## src/rtl/seq_pkg.sv

```systemverilog
// Shared constants for the serial pattern generator: state encoding and default pattern.
package seq_pkg;

    localparam int unsigned SEQ_PAT_W = 4;
    localparam int unsigned SEQ_CNT_W = 8;

    localparam logic [SEQ_PAT_W-1:0] SEQ_PAT_0111 = 4'b0111;

    localparam logic [1:0] ST_IDLE  = 2'd0;
    localparam logic [1:0] ST_SHIFT = 2'd1;
    localparam logic [1:0] ST_GAP   = 2'd2;
    localparam logic [1:0] ST_DONE  = 2'd3;

endpackage

```

## src/rtl/seq_down_counter.sv

```systemverilog
// Loadable saturating down-counter with last/zero flags.
module seq_down_counter #(
    parameter int unsigned CNT_W = 8
) (
    input  logic             clk,
    input  logic             rst,
    input  logic             load,
    input  logic [CNT_W-1:0] load_val,
    input  logic             dec,
    output logic             last_c,
    output logic             zero_c
);

    logic [CNT_W-1:0] cnt_q;

    // Load has priority over decrement; decrement stops at zero.
    always_ff @(posedge clk or negedge rst) begin
        if (!rst) begin
            cnt_q <= '0;
        end else if (load) begin
            cnt_q <= load_val;
        end else if (dec && (cnt_q != '0)) begin
            cnt_q <= cnt_q - CNT_W'(1);
        end
    end

    // last_c: the next decrement brings the count to zero.
    assign last_c = (cnt_q == CNT_W'(1));
    assign zero_c = (cnt_q == '0);

endmodule

```

## src/rtl/seq_pattern_gen.sv

```systemverilog
// Serial pattern transmitter: sends PATTERN MSB-first num_reps times over a
// valid/ready link, with an optional idle gap between repetitions.
module seq_pattern_gen
    import seq_pkg::*;
#(
    parameter int unsigned       PAT_W   = SEQ_PAT_W,
    parameter logic [PAT_W-1:0]  PATTERN = PAT_W'(SEQ_PAT_0111),
    parameter int unsigned       CNT_W   = SEQ_CNT_W
) (
    input  logic             clk,
    input  logic             rst,
    input  logic             start,
    input  logic [CNT_W-1:0] num_reps,
    input  logic [CNT_W-1:0] gap_len,
    input  logic             out_ready,
    output logic             serial_out,
    output logic             out_valid,
    output logic             busy,
    output logic             done
);

    localparam int unsigned      IDX_W   = (PAT_W > 1) ? $clog2(PAT_W) : 1;
    localparam logic [IDX_W-1:0] IDX_MSB = IDX_W'(PAT_W - 1);

    logic [1:0]       state_q, state_nxt;
    logic [IDX_W-1:0] bit_idx_q, bit_idx_nxt;
    logic [CNT_W-1:0] gap_q, gap_nxt;

    logic reps_load, reps_dec, reps_last_c, reps_zero_c;
    logic gap_load, gap_dec, gap_last_c, gap_zero_c;
    logic beat_c;

    logic serial_nxt, valid_nxt, busy_nxt, done_nxt;

    assign beat_c = out_valid & out_ready;

    // Remaining repetitions, loaded from num_reps on an accepted start.
    seq_down_counter #(.CNT_W(CNT_W)) u_reps_cnt (
        .clk      (clk),
        .rst      (rst),
        .load     (reps_load),
        .load_val (num_reps),
        .dec      (reps_dec),
        .last_c   (reps_last_c),
        .zero_c   (reps_zero_c)
    );

    // Idle cycles left in the current gap, reloaded from the latched gap length.
    seq_down_counter #(.CNT_W(CNT_W)) u_gap_cnt (
        .clk      (clk),
        .rst      (rst),
        .load     (gap_load),
        .load_val (gap_q),
        .dec      (gap_dec),
        .last_c   (gap_last_c),
        .zero_c   (gap_zero_c)
    );

    // State, bit index and latched gap length.
    always_ff @(posedge clk or negedge rst) begin
        if (!rst) begin
            state_q   <= ST_IDLE;
            bit_idx_q <= '0;
            gap_q     <= '0;
        end else begin
            state_q   <= state_nxt;
            bit_idx_q <= bit_idx_nxt;
            gap_q     <= gap_nxt;
        end
    end

    // Next-state, bit index and counter control.
    always_comb begin
        state_nxt   = state_q;
        bit_idx_nxt = bit_idx_q;
        gap_nxt     = gap_q;
        reps_load   = 1'b0;
        reps_dec    = 1'b0;
        gap_load    = 1'b0;
        gap_dec     = 1'b0;
        case (state_q)
            ST_IDLE: begin
                if (start) begin
                    reps_load   = 1'b1;
                    gap_nxt     = gap_len;
                    bit_idx_nxt = IDX_MSB;
                    state_nxt   = (num_reps == '0) ? ST_DONE : ST_SHIFT;
                end
            end
            ST_SHIFT: begin
                if (beat_c) begin
                    if (bit_idx_q == '0) begin
                        reps_dec    = 1'b1;
                        bit_idx_nxt = IDX_MSB;
                        if (reps_last_c || reps_zero_c) begin
                            state_nxt = ST_DONE;
                        end else if (gap_q != '0) begin
                            gap_load  = 1'b1;
                            state_nxt = ST_GAP;
                        end
                    end else begin
                        bit_idx_nxt = bit_idx_q - IDX_W'(1);
                    end
                end
            end
            ST_GAP: begin
                gap_dec = 1'b1;
                if (gap_last_c || gap_zero_c) begin
                    bit_idx_nxt = IDX_MSB;
                    state_nxt   = ST_SHIFT;
                end
            end
            ST_DONE: begin
                state_nxt = ST_IDLE;
            end
            default: begin
                state_nxt = ST_IDLE;
            end
        endcase
    end

    // Output values for the upcoming cycle, decoded from the next state.
    always_comb begin
        serial_nxt = 1'b0;
        valid_nxt  = 1'b0;
        busy_nxt   = (state_nxt != ST_IDLE);
        done_nxt   = (state_nxt == ST_DONE);
        if (state_nxt == ST_SHIFT) begin
            valid_nxt  = 1'b1;
            serial_nxt = PATTERN[bit_idx_nxt];
        end
    end

    // Registered outputs.
    always_ff @(posedge clk or negedge rst) begin
        if (!rst) begin
            serial_out <= 1'b0;
            out_valid  <= 1'b0;
            busy       <= 1'b0;
            done       <= 1'b0;
        end else begin
            serial_out <= serial_nxt;
            out_valid  <= valid_nxt;
            busy       <= busy_nxt;
            done       <= done_nxt;
        end
    end

endmodule

```

## config.mk

```make
export PLATFORM = sky130hd
export DESIGN_NAME = seq_pattern_gen
export DESIGN_NICKNAME = d
export VERILOG_FILES = /design/src/rtl/seq_pkg.sv /design/src/rtl/seq_down_counter.sv /design/src/rtl/seq_pattern_gen.sv
export SDC_FILE = /design/constraint.sdc
export NUM_CORES = 1
export LEC_CHECK = 0
export CAP_MARGIN = 25
export CORE_UTILIZATION = 58
export CTS_CLUSTER_SIZE = 12
export DETAILED_ROUTE_END_ITERATION = 8
export PLACE_DENSITY = 0.94
export SETUP_SLACK_MARGIN = 0.15
export SLEW_MARGIN = 20
export SYNTH_ARGS = -nofsm -noshare
export SYNTH_HDL_FRONTEND = slang
export SYNTH_SLANG_ARGS = --single-unit
```

## constraint.sdc

```tcl
create_clock -name clk -period 3 [get_ports clk]
set_input_delay 0.6 -clock clk [delete_from_list [all_inputs] [get_ports clk]]
set_output_delay 0.6 -clock clk [all_outputs]
set_load 0.01 [all_outputs]
```

## Word-level counts from Yosys, hierarchy flattened

Cells that the tools add are included.

- Register bits: 32
- Input port bits: 20
- Output and inout bits: 4
- Word-level logic and storage cells: 69

- $add $sub $neg: 3
- $lt $le $gt $ge: 1
- Equal/unequal tests: 7
- Muxes and demuxes: 32
- Bitwise operators: 1
- Reduce and logical (&&, ||, !) cells: 16

Operators by type and width:

| kind | count |
|---|---|
| 2-to-1 mux 8 bit | 4 |
| logical NOT 8 bit | 3 |
| nonzero test 8 bit | 3 |
| 2-to-1 mux 2 bit | 11 |
| == test 8 x 1 -> 1 bit (second input constant) | 2 |
| subtractor 8 x 1 -> 8 bit (second input constant) | 2 |
| 2-to-1 mux 1 bit | 14 |
| one-hot mux 2 bit (4 select lines) | 1 |
| == test 2 bit (second input constant) | 3 |
| one-hot mux 2 bit (3 select lines) | 1 |
| nonzero test 2 bit | 3 |
| == test 2 x 1 -> 1 bit (second input constant) | 2 |
| logical NOT 2 bit | 2 |
| less-than comparator 2 x 3 -> 1 bit (second input constant) | 1 |
| binary-select mux 1 bit (select 2 bit) | 1 |
| logical AND 1 bit | 2 |
| logical OR 1 bit | 2 |
| AND reduction 2 bit | 1 |
| subtractor 2 x 1 -> 2 bit (second input constant) | 1 |
| bitwise AND 1 bit | 1 |

## Logic depth before layout (Yosys ltp)

Gate-level depths: netlist of run 1.

- Depth in word-level cells: 8
- Mapped depth: 8
- Depth with buffers taken out: 7

## Cells and area by module

From an unflattened synthesis of run 1, not the netlist that was laid out.

- Cell total of the unflattened synthesis: 188
- Area, all modules: 1,866.8 sq um

Modules (own cells, without submodules):

| module | times used | cells an instance | area each (sq um) | seq. area each (sq um) |
|---|---|---|---|---|
| seq_pattern_gen | 1 | 63 | 733.2 | 400.4 |
| seq_down_counter at u_reps_cnt | 1 | 65 | 589.3 | 200.2 |
| seq_down_counter at u_gap_cnt | 1 | 60 | 544.3 | 200.2 |

## Worst setup path after synthesis of run 1

No wires, ideal clock.

- Path type: reg-to-reg
- Start: register u_reps_cnt.cnt_q[0]
- End: register u_gap_cnt.cnt_q[2]
- Library setup time: 118 ps
- Arrival: 1,767 ps
- Required time: 2,882 ps
- Setup slack: 1,115 ps
- Stages on the path, launching flop included: 7
- Path buffers: 0
- Period minus slack after synthesis: 1,885 ps
- Cells stage by stage: dfrtp_1 inv_1 ha_1 o211a_1 nor3_1 a311oi_1 a21o_1

- Longest elaborated chain between the ends: 7
- Elaborated cells on any way between the ends: 9
- Those cells by class: 1 x eq/ne; 5 x mux; 3 x reduce/logical

RTL lines:

| what | RTL line | text |
|---|---|---|
| start, declared | seq_down_counter.sv:14 | `logic [CNT_W-1:0] cnt_q;` |
| start signal, assigned | seq_down_counter.sv:21 | `cnt_q <= load_val;` |
| start signal, assigned | seq_down_counter.sv:23 | `cnt_q <= cnt_q - CNT_W'(1);` |
| == test 8 x 1 -> 1 bit or logical NOT 8 bit (tied branches) | seq_down_counter.sv:28, seq_down_counter.sv:29 |  |
| logical OR 1 bit * | seq_pattern_gen.sv:95 | `if (reps_last_c \|\| reps_zero_c) begin` |
| 2-to-1 mux 1 bit * | seq_pattern_gen.sv:95 |  |
| 2-to-1 mux 1 bit * | seq_pattern_gen.sv:92 | `if (bit_idx_q == '0) begin` |
| 2-to-1 mux 1 bit * | seq_pattern_gen.sv:91 | `if (beat_c) begin` |
| 2-to-1 mux 1 bit * | seq_pattern_gen.sv:81 | `case (state_q)` |
| 2-to-1 mux 8 bit or nonzero test 2 bit (tied branches) | n/a |  |
| end signal, assigned | seq_down_counter.sv:21 |  |
| end signal, assigned | seq_down_counter.sv:23 |  |
| end, declared | seq_down_counter.sv:14 |  |

Every way passes the cells marked *; elsewhere a longest branch is shown, timed or not.
A chain may end at the register's enable or synchronous reset.

## Final worst setup path of run 1

- Start: input port out_ready
- End: register u_reps_cnt.cnt_q[4]

- Longest elaborated chain between the ends: 5

RTL lines:

| what | RTL line | text |
|---|---|---|
| start, declared | seq_pattern_gen.sv:15 | `input logic out_ready,` |
| bitwise AND 1 bit | seq_pattern_gen.sv:35 | `assign beat_c = out_valid & out_ready;` |
| 2-to-1 mux 1 bit | seq_pattern_gen.sv:91 |  |
| 2-to-1 mux 1 bit | seq_pattern_gen.sv:81 |  |
| logical AND 1 bit | seq_down_counter.sv:22 | `end else if (dec && (cnt_q != '0)) begin` |
| nonzero test 2 bit (no line) | n/a |  |

Every way passes these cells.

==> metrics.md, run 1 <==
| Metric | Value |
|---|---|
| Clk sinks | 32 |
| Most common cell after layout, fill and taps aside | nand2_1 |
| Post-CTS setup buffers | 0 |
| Total CTS buffers | 5 |
| Port bufs | 23 |
| First-pass GRT wire length | about 6700 um |
| Setup CP Type | in2reg |
| H-tree levels | 2 |
| Worst-Skew Late Latency | 0.35 ns |
| Synthesis-stage register bit count | 32 |
| Synth top area share | 45.4% |
| Antenna cell count | 0 |
| Worst endpoint required time | ~3.3 ns |
| Largest net degree at the start of global routing | 33 |
| Row count | 19 |
| Buf/Inv on CP | 1 |
| CTS tree | yes |
| Hold Path Class | reg2reg |
| Worst EP arrival | 2.39 ns |
| Final core utilization | 75.4% |
| Violated checks | design-rule violations |
| Post-Synthesis Cells | 189 |
| GP Congestion | 0.880 |
| Tmin final | 2.11 ns |
| Area occupied by multi-input gates | 903 um^2 |
| Grt ovf | 0 |
| Slew HR | 49.6% |
| Peak supply drop | 0.000615 V |
| Area of the core | 2830 um^2 |
| Setup TNS Final | 0 ns |
| Post-route antenna net violation count | 0 |
| Clock slew at reported path FFs | 0.10 ns |
| Post-DP HPWL | 2880 um |
| Die height | around 57 um |
| Critical hold path startpoint | gap_q[7]$_DFFE_PN0P_ |
| Netlist Area Pre-Place | around 1800 um^2 |
| Critical Path, Cell by Cell | clkdlybuf4s50_1, nand4_1, a311oi_2, nand2_1, or4_1, nand3_1 |
| Setup crit end kind | flip-flop |
| Worst Tran Pin Value | 0.751 ns |
| Final hold violation count | 0 |
| Worst path slowest cell | clkdlybuf4s50_1 |
| Fin nets | 243 |
| Final period utilization | around 70% |
| EDFF count, synth | 0 |
| Root Driver | clkbuf_4 |
| Syn Nets | 216 |
| Fillers | 197 |
| Worst Setup Start Kind | input port |
| 1st-pass router iterations | 7 |
| RR Endpoint | u_gap_cnt.cnt_q[2]$_DFFE_PN0P_ |
| Resized cells post-CTS | 0 |
| Ys Warns | 0 |
| Async S/R FF share, synth | between 90% and 100% |
| Hold Buf Count CTS | 0 |
| Hold path depth | 2 |
| Yosys cell types | 47 |
| Routed WL per cell | 15.9 um |
| Hold Path End | gap_q[7]$_DFFE_PN0P_ |
| Layout area overhead | 20.9% |
| Die area | 3270 um^2 |
| Synth top area cells | dfrtp_1, nand2_1, ha_1 |
| Outcome | finished with violations |
| Total Routing Usage GR | between 20% and 30% |
| Reg area | 801 um^2 |
| Max cap viols | 0 |
| Unrepaired setup endpoints after global routing | false |
| Vias per inst | 6.47 |
| Initial antenna violation count | 0 |
| Final Skew | 0.0135 ns |
| Final setup violating endpoints | 0 |
| CTS Buffer Depth | 2 |
| Synth Area per Inst | 9.33 um^2 |
| Slew Limit Fails | 0 |
| Worst Reg-to-Reg Cells | 6 |
| Yosys top cell by area | dfrtp_1 |
| RR Startpoint | u_reps_cnt.cnt_q[5]$_DFFE_PN0P_ |
| PD cells | 939 nW/um^2 |
| Worst path max stage delay | roughly 0.50 ns |
| Die X | ~57 um |
| Peak Freq | 475 MHz |
| Starting DRT DRC Count | around 100 |
| Lkg Pwr | 0.926 nW |
| Prevailing post-synth register cell | dfrtp_1 |
| Flop2flop setup slack | between 0.9 and 1 ns |
| Vias in the first global route | 1554 |
| Routed WL | 3950 um |
| I/O Pins | 24 |
| Vias | 1605 |
| Share of post-route cells with drive strength above 1 | 11.1% |
| DRC errors left | 2 |
| Starting density of the core | 62.4% |
| Sequential fraction of the synthesis area | 45.4% |
| Worst Path Max Fanout | 4 |
| Commonest non-fill, non-tap cells in the layout | nand2_1, dfrtp_1, clkdlybuf4s50_1 |
| Family with the most delay on the worst path | simple AND/OR/NAND/NOR gates |
Yosys cell counts (all sizes together) (2+ instances only):
cell type  instances
nand3             11
nand3b             2
o311ai             2
a221o              3
a32oi              2
o211ai             4
dfrtp             32
nor2              12
or3                6
a31o               2
nand2             33
ha                 7
a21o               2
nand2b             2
o21ai              8
or4                3
a211oi             3
nor4               5
clkbuf             5
a21oi              7
inv               11
a311oi             2
xnor2              3
nor3               6
nand4              2
worst reg2reg max path, cell delays in order, from the launching register on:
cell and delay (ns):
dfrtp_1 0.42, nor3_1 0.64, o211a_1 0.29, nor3_1 0.07
buf_4 0.18, a311oi_1 0.30, a21o_1 0.12
metal layers:
| layer | global-route usage [%] | wire, um | part of all wire (%) | up-vias |
|---|---|---|---|---|
| li1 | - | - | - | 743 |
| met1 | 34.3 | 1530 | 39 | 765 |
| met2 | 43.2 | 1980 | 50 | 88 |
| met4 | 17.1 | 85 | 2.2 | 0 |
| met3 | 7.03 | 354 | 9.0 | 9 |
| met5 | 0 | 0 | 0 | - |
state kept, by name (all words and copies together) (netlist names):
| name | cells |
|---|---|
| busy | 1 |
| u_gap_cnt.cnt_q | 8 |
| bit_idx_q | 2 |
| state_q | 2 |
| done | 1 |
| gap_q | 8 |
| out_valid | 1 |
| serial_out | 1 |
| u_reps_cnt.cnt_q | 8 |
cell type report:
type | instances | area share (%)
multi-input combinational | 140 | 42.4
sequential | 32 | 37.6
timing repair buffer | 26 | 11.9
clock buffer | 7 | 3.05
inverter | 11 | 1.94
tap | 31 | 1.82
clock inverter | 1 | 1.41
cells by family after synthesis:
logic type | synth area share [%]
AND/OR/NAND/NOR | 24.0
AO/OA/AOI/OAI | 19.4
flip-flops | 45.4
buffers and inverters | 3.69
adder cells (fa/ha/maj) | 4.96
XOR/XNOR | 1.99
multiplexers | 0.567
through the flow:
step	hold slack, ns	area (um^2)	total power [mW]	std cells	worst slack (ns)
global route	0.530	2130	2.14	248	0.797
finish	0.515	2130	2.00	248	0.895
CTS	0.521	2130	2.00	248	0.941
floorplan	0.304	1760	1.35	189	1.12
global placement	0.478	2040	1.54	240	0.654
detailed placement	0.496	2040	1.62	240	0.562
how the worst max path moves through the flow:
stage / startpoint / to / cells after the start
after floorplan: u_reps_cnt.cnt_q[0]$_DFFE_PN0P_ / u_gap_cnt.cnt_q[2]$_DFFE_PN0P_ / 6
after global placement: out_ready / u_reps_cnt.cnt_q[2]$_DFFE_PN0P_ / 6
after detailed placement: out_ready / u_reps_cnt.cnt_q[2]$_DFFE_PN0P_ / 6
after CTS: out_ready / u_reps_cnt.cnt_q[4]$_DFFE_PN0P_ / 6
after global routing: out_ready / u_reps_cnt.cnt_q[4]$_DFFE_PN0P_ / 6
final: out_ready / u_reps_cnt.cnt_q[4]$_DFFE_PN0P_ / 6
report_power, final:
group	internal [mW]	leakage (nW)	switching (mW)	total, mW
logic	0.358	0.488	0.431	0.789
registers	0.629	0.386	0.205	0.834
clock network	0.221	0.0515	0.158	0.379
Note: power is estimated with default switching activity, not from simulation.
==> run 2, diff against run 1 <==
Settings changed: CORE_UTILIZATION 58 to 54, PLACE_DENSITY 0.94 to 0.89.
Clock period 3 ns to 2.08 ns, I/O delays scaled along.
==> run 2 against run 1 <==
Net effect: the flow now finishes without violations; clock skew decreased by 0.0088 ns; routed wire length is 11% higher; critical path depth increased by 1; total power up 54%; worst hold slack worse by 0.067 ns; flip-flop and latch count unchanged.
==> metrics.md, run 2 (synthesis gave the netlist of run 1 again) <==
| Metric | Value |
|---|---|
| Outcome | complete, no violations |
| Clock Power Share | 15.7% |
| Vias in the first global route | roughly 1.6k |
| Vias | about 1.6k |
| Initial antenna violation count | 0 |
| Die X | 59.2 um |
| Share of post-route cells with drive strength above 1 | roughly 23% |
| Max cap viols | 0 |
| Sw power | between 1 and 1.5 mW |
| Routed WL per cell | 15.8 um |
| Clock slew at reported path FFs | 0.11 ns |
| Worst endpoint required time | 2.38 ns |
| Largest net degree at the start of global routing | 33 |
| Worst path slowest cell | or4_4 |
| Total CTS buffers | 5 |
| Port bufs | 23 |
| First-pass GRT wire length | 7020 um |
| Starting density of the core | 57.3% |
| Setup TNS Final | 0 ns |
| DP Area | 2130 um^2 |
| Most common cell after layout, fill and taps aside | nand2_1 |
| Root Driver | clkbuf_4 |
| Layout area overhead | 32.4% |
| Final Skew | between 0.004 and 0.005 ns |
| Pint | 1.85 mW |
| Worst Setup Start Kind | flip-flop |
| CTS tree | yes |
| Hold Path Class | in2async |
| Sequential power share | 38.9% |
| Final hold violation count | 0 |
| Peak Freq | 501 MHz |
| Placed cells | 261 |
| CTS Buffer Depth | 2 |
| Post-DP HPWL | 2910 um |
| Setup CP Type | reg2reg |
| Largest registers | gap_q x8, u_gap_cnt.cnt_q x8, u_reps_cnt.cnt_q x8 |
| Critical Path, Cell by Cell | inv_2, ha_4, nand4_1, a311oi_2, nand2_1, or4_4, nand3_2 |
| Comb pwr share | 45.4% |
| Setup crit end kind | flip-flop |
| Fin nets | 260 |
| Final non-filler cell total | 278 |
| Final Cell Area | 2340 um^2 |
| Lkg Pwr | roughly 1.0 nW |
| Worst Path Max Fanout | 3 |
| I/O Pins | 24 |
| Area of the core | 3080 um^2 |
| Unrepaired setup endpoints after global routing | true |
| Starting DRT DRC Count | 102 |
| PD cells | 1320 nW/um^2 |
| Row count | 20 |
| Worst path max stage delay | 0.51 ns |
| Switching part of the total | roughly 40% |
| Routed WL | around 4400 um |
| Antenna cell count | 0 |
| Total Routing Usage GR | 27.3% |
| Final period utilization | 95.9% |
| Grt ovf | 0 |
| DRC errors left | 0 |
| Slew Limit Fails | 0 |
| Commonest non-fill, non-tap cells in the layout | nand2_1, dfrtp_1, clkdlybuf4s50_1 |
| Die height | just under 60 um |
| Final setup violating endpoints | 0 |
| Peak supply drop | slightly below 0.0008 V |
| 1st-pass router iterations | 4 |
| Worst Tran Pin Value | 0.457 ns |
| Post-route antenna net violation count | 0 |
| Hold Buf Count CTS | 0 |
| Final core utilization | 75.9% |
| Worst-Skew Late Latency | 0.35 ns |
| Die area | 3500 um^2 |
| Clk sinks | 32 |
| GP Congestion | 0.896 |
| H-tree levels | 2 |
| Slew HR | 69.3% |
| Worst EP arrival | 2.29 ns |
| Vias per inst | 5.89 |
| Tmin final | 1.99 ns |
[run 2: cell types whose count changed in the layout (fill, tap and decap cells not counted), sizes merged]
cell,change
buf,+17
clkinvlp,+1
clkbuf,-2
clkinv,+1
[run 2: final cells by class]
cell class | instances | area (um^2)
Sequential cell | 32 | 802
Clock inverter | 3 | 42.5
Multi-Input combinational cell | 140 | 965
Fill cell | 229 | 742
Inverter | 11 | 41.3
Tap cell | 44 | 55.1
Timing Repair Buffer | 43 | 393
Clock buffer | 5 | 37.5
[run 2: timing repair]
item,in CTS,in global routing
endpoints found under the setup margin,7,12
buffers inserted,1,8
hold endpoints to repair,0,0
pin swaps,1,8
resized for setup,2,14
[run 2: routing by layer]
metal  routed length [um]  track usage, %  vias up  share of wire [%]
li1                     -               -      784                  -
met1                 1880            36.4      782                 43
met2                 2210            43.7       54                 50
met3                  181            3.93       17                4.1
met4                  116            13.3        0                2.6
met5                    0               0        -                  0
[run 2: worst paths after layout]
| check | from | to | slack (ns) | cells past startpoint |
|---|---|---|---|---|
| max | bit_idx_q[0]$_DFF_PN0_ | u_reps_cnt.cnt_q[4]$_DFFE_PN0P_ | 0.09 | 7 |
| min | rst | u_gap_cnt.cnt_q[1]$_DFFE_PN0P_ | 0.45 | 2 |
| max reg2reg | bit_idx_q[0]$_DFF_PN0_ | u_reps_cnt.cnt_q[4]$_DFFE_PN0P_ | 0.09 | 7 |
| min reg2reg | gap_q[7]$_DFFE_PN0P_ | gap_q[7]$_DFFE_PN0P_ | 0.51 | 2 |
| max in group asynchronous | rst | u_reps_cnt.cnt_q[0]$_DFFE_PN0P_ | 1.33 | 2 |
| min in group clk | gap_q[7]$_DFFE_PN0P_ | gap_q[7]$_DFFE_PN0P_ | 0.51 | 2 |
[run 2: critical path: cells and delay by family (launching register included)]
kind                       cells  cell delay [ns]
AOI/OAI and AO/OA              1             0.41
adders and majority gates      1             0.13
buffers and inverters          1             0.09
DFF                            1             0.42
and+or+nand+nor                4             0.90
[run 2: power groups by stage]
stage	logic, mW	clock network (mW)	registers [mW]
6_report	1.40	0.485	1.20
5_1_grt	1.57	0.519	1.24
4_1_cts	1.21	0.485	1.18
3_5_place_dp	1.19	0	1.19
3_3_place_gp	1.14	0	1.18
2_1_floorplan	0.829	0	1.12
[run 2: metrics by stage]
step                power, mW  setup WS, ns  hold WS (ns)
floorplan                1.95         0.195         0.120
global placement         2.31       -0.0605         0.477
global route             3.33        0.0272         0.483
CTS                      2.88         0.160         0.457
detailed placement       2.38        -0.141         0.489
finish                   3.09        0.0854         0.448
==> run 3, diff against run 2 <==
Settings changed: ABC_AREA from default to 1, CORE_UTILIZATION 54 to 55.
==> run 3 against run 2 <==
Net effect: sequential share of layout area is 0.27 points lower; cell area is 0.64% higher; register-to-register slack gained 0.27 ns; clock skew increased by 0.0020 ns; setup slack better by 0.27 ns; area after synthesis increased by 14%; combinational power down 96%; global-route usage down 3.7 points; non-clock buffer count is 16 lower; clock-buffer cell count increased by 3; utilization decreased by 7.1 points; routed wire length is 5.9% lower; critical path type unchanged.
==> metrics.md, run 3 <==
| Metric | Value |
|---|---|
| Outcome | complete, no violations |
| Worst path max stage delay | 0.43 ns |
| Synth top area cells | dfrtp_1, nand2_1, inv_1 |
| Simple-gate share of the synthesized area | about two fifths |
| Buf/Inv on CP | 3 |
| Peak Freq | 579 MHz |
| Die height | about 62 um |
| Worst EP arrival | 1.96 ns |
| Netlist Area Pre-Place | 2010 um^2 |
| Prevailing post-synth register cell | dfrtp_1 |
| Fin nets | 344 |
| GP Congestion | 0.897 |
| Grt ovf | 0 |
| Routed WL per cell | between 10 and 15 um |
| Ys Warns | 0 |
| Starting DRT DRC Count | 78 |
| Final setup violating endpoints | 0 |
| Clock slew at reported path FFs | approximately 0.10 ns |
| Synthesis-stage register bit count | 32 |
| Mux share of post-synthesis cell area | 0% |
| Commonest non-fill, non-tap cells in the layout | nand2_1, inv_1, nor2_1 |
| DRC errors left | 0 |
| Largest registers | gap_q x8, u_gap_cnt.cnt_q x8, u_reps_cnt.cnt_q x8 |
| Hold Buf Count CTS | 0 |
| Family with the most delay on the worst path | simple AND/OR/NAND/NOR gates |
| RR Startpoint | u_reps_cnt.cnt_q[0]$_DFFE_PN0P_ |
| Post-Synthesis Cells | 286 |
| Post-Synth XOR/XNOR Area | 3.05% |
| EDFF count, synth | 0 |
| Yosys cell types | 24 |
| Setup CP Type | reg2reg |
| Die X | ~62 um |
| Unrepaired setup endpoints after global routing | false |
| Critical Path, Cell by Cell | inv_1, ha_1, nor2_1, nor2_1, nand2_1, nand3_1, buf_4, nand3_1, nand2_1, inv_1 |
| Lkg Pwr | about 1.2 nW |
| Total Routing Usage GR | 23.6% |
| RR Endpoint | u_gap_cnt.cnt_q[0]$_DFFE_PN0P_ |
| Slew HR | 73.8% |
| Port bufs | 23 |
| Total CTS buffers | 5 |
| Worst Path Max Fanout | 7 |
| Initial antenna violation count | 0 |
| Yosys top cell by area | dfrtp_1 |
| Sequential fraction of the synthesis area | between 30% and 40% |
| Slew Limit Fails | 0 |
| Setup TNS Final | 0 ns |
| Starting density of the core | between 50 and 60% |
| First-pass GRT wire length | approximately 7200 um |
| Area of the core | 3420 um^2 |
| I/O Pins | 24 |
| CTS tree | yes |
| Async S/R FF share, synth | 100% |
| Setup Slack @ Placement | 0.120 ns |
| Compound-gate portion of the synthesized area | 3.49% |
| Worst-Skew Late Latency | 0.33 ns |
| Setup crit end kind | flip-flop |
| Flop2flop setup slack | 0.35 ns |
| Most common cell after layout, fill and taps aside | nand2_1 |
| H-tree levels | 2 |
| Most frequent cell after synthesis | nand2_1 |
| Tmin final | between 1.5 and 2 ns |
| Placed cells | 356 |
| Resized cells post-CTS | 0 |
| Vias per inst | 5.08 |
| PD cells | 448 nW/um^2 |
| Share of post-route cells with drive strength above 1 | just over 10% |
| Main combinational cell family by area after synthesis | simple AND/OR/NAND/NOR gates |
| Post-CTS setup buffers | 0 |
| Final period utilization | 83.0% |
| Adder-cell area share of the yosys netlist | 4.36% |
| Peak supply drop | roughly 0.00037 V |
| Worst endpoint required time | between 2 and 2.5 ns |
| DP Area | 2290 um^2 |
| Post-route antenna net violation count | 0 |
| CTS Buffer Depth | 2 |
| Antenna cell count | 0 |
| Final worst slack | roughly 0.35 ns |
| Final Cell Area | 2350 um^2 |
| Final Skew | 0.00671 ns |
| Routed WL | 4130 um |
| Clk sinks | 32 |
| Die area | about 3900 um^2 |
| Largest net degree at the start of global routing | 33 |
| Max cap viols | 0 |
| Worst Reg-to-Reg Cells | 10 |
| Final core utilization | 68.8% |
| Vias | 1850 |
| Final non-filler cell total | between 300 and 400 |
| Worst Setup Start Kind | flip-flop |
| Hold Path Class | in2async |
| Layout area overhead | 17.1% |
| 1st-pass router iterations | 4 |
| Final hold violation count | 0 |
| Row count | 21 |
| Worst path slowest cell | dfrtp_1 |
| Syn Nets | 313 |
| Worst Tran Pin Value | 0.393 ns |
| Vias in the first global route | 1772 |
| Root Driver | clkbuf_4 |
| Synth Area per Inst | between 7 and 8 um^2 |
| Synth top area share | around two fifths |
| Post-DP HPWL | 3120 um |
| Post-synth top cells | nand2_1, inv_1, nor2_1 |
## run 3: changes by cell type in the layout (fill, tap and decap cells not counted), moves of 4 or more
cell | previous run | this run
xor2_1 | 1 | 6
or3_4 | 4 | 0
nand3_1 | 9 | 26
nand2_2 | 0 | 6
buf_4 | 19 | 4
nor4_1 | 5 | 0
nor2_1 | 12 | 34
nand2_1 | 33 | 104
inv_1 | 9 | 35
## run 3: cell type report
type | count | area (um^2)
Fill cell | 277 | 1060
Multi-Input combinational cell | 211 | 1020
Sequential cell | 32 | 801
Timing Repair Buffer | 27 | 260
Inverter | 40 | 153
Clock buffer | 8 | 58.8
Tap cell | 46 | 57.6
## run 3: cell families after synthesis
logic type      count (synthesis)
xor+xnor                        7
flops                          32
simple gates                  186
fa+ha+maj                       7
compound gates                 11
buf+inv                        43
## run 3: worst max-delay path by stage
stage,endpoint,cells after the start,startpoint,slack (ns)
2_1_floorplan,u_gap_cnt.cnt_q[2]$_DFFE_PN0P_,11,u_reps_cnt.cnt_q[0]$_DFFE_PN0P_,0.64
3_3_place_gp,u_gap_cnt.cnt_q[6]$_DFFE_PN0P_,10,out_ready,0.16
3_5_place_dp,u_gap_cnt.cnt_q[5]$_DFFE_PN0P_,9,out_ready,0.12
4_1_cts,done$_DFF_PN0_,11,u_gap_cnt.cnt_q[0]$_DFFE_PN0P_,0.37
5_1_grt,done$_DFF_PN0_,11,u_gap_cnt.cnt_q[0]$_DFFE_PN0P_,0.19
6_report,u_gap_cnt.cnt_q[0]$_DFFE_PN0P_,10,u_reps_cnt.cnt_q[0]$_DFFE_PN0P_,0.35
## run 3: worst register-to-register path, cell delays in order, from the launching register on
cell and delay (ns):
dfrtp_1 0.43, inv_1 0.11, ha_1 0.25, nor2_1 0.06
nor2_1 0.11, nand2_1 0.09, nand3_1 0.18, buf_4 0.20
nand3_1 0.09, nand2_1 0.07, inv_1 0.03
## run 3: metrics by stage
stage / hold slack, ns / total power, mW
after floorplan: 0.120 / 0.637
after global placement: 0.487 / 0.689
after detailed placement: 0.488 / 0.690
after CTS: 0.492 / 1.06
after global routing: 0.503 / 1.09
final: 0.472 / 1.05
## run 3: routing by layer
| layer | GRT usage, % | routed length [um] | up-vias |
|---|---|---|---|
| li1 | - | - | 933 |
| met1 | 28.6 | 1810 | 851 |
| met2 | 38.5 | 2040 | 52 |
| met3 | 6.20 | 167 | 14 |
| met4 | 12.5 | 109 | 0 |
| met5 | 0 | 0 | - |
## run 3: power by group
part	total [mW]	leakage [nW]	internal [mW]	switching (mW)
Clock	0.378	0.0326	0.167	0.211
Combinational	0.0546	0.782	0.0340	0.0207
Sequential	0.622	0.401	0.622	0
Total	1.05	1.22	0.822	0.232
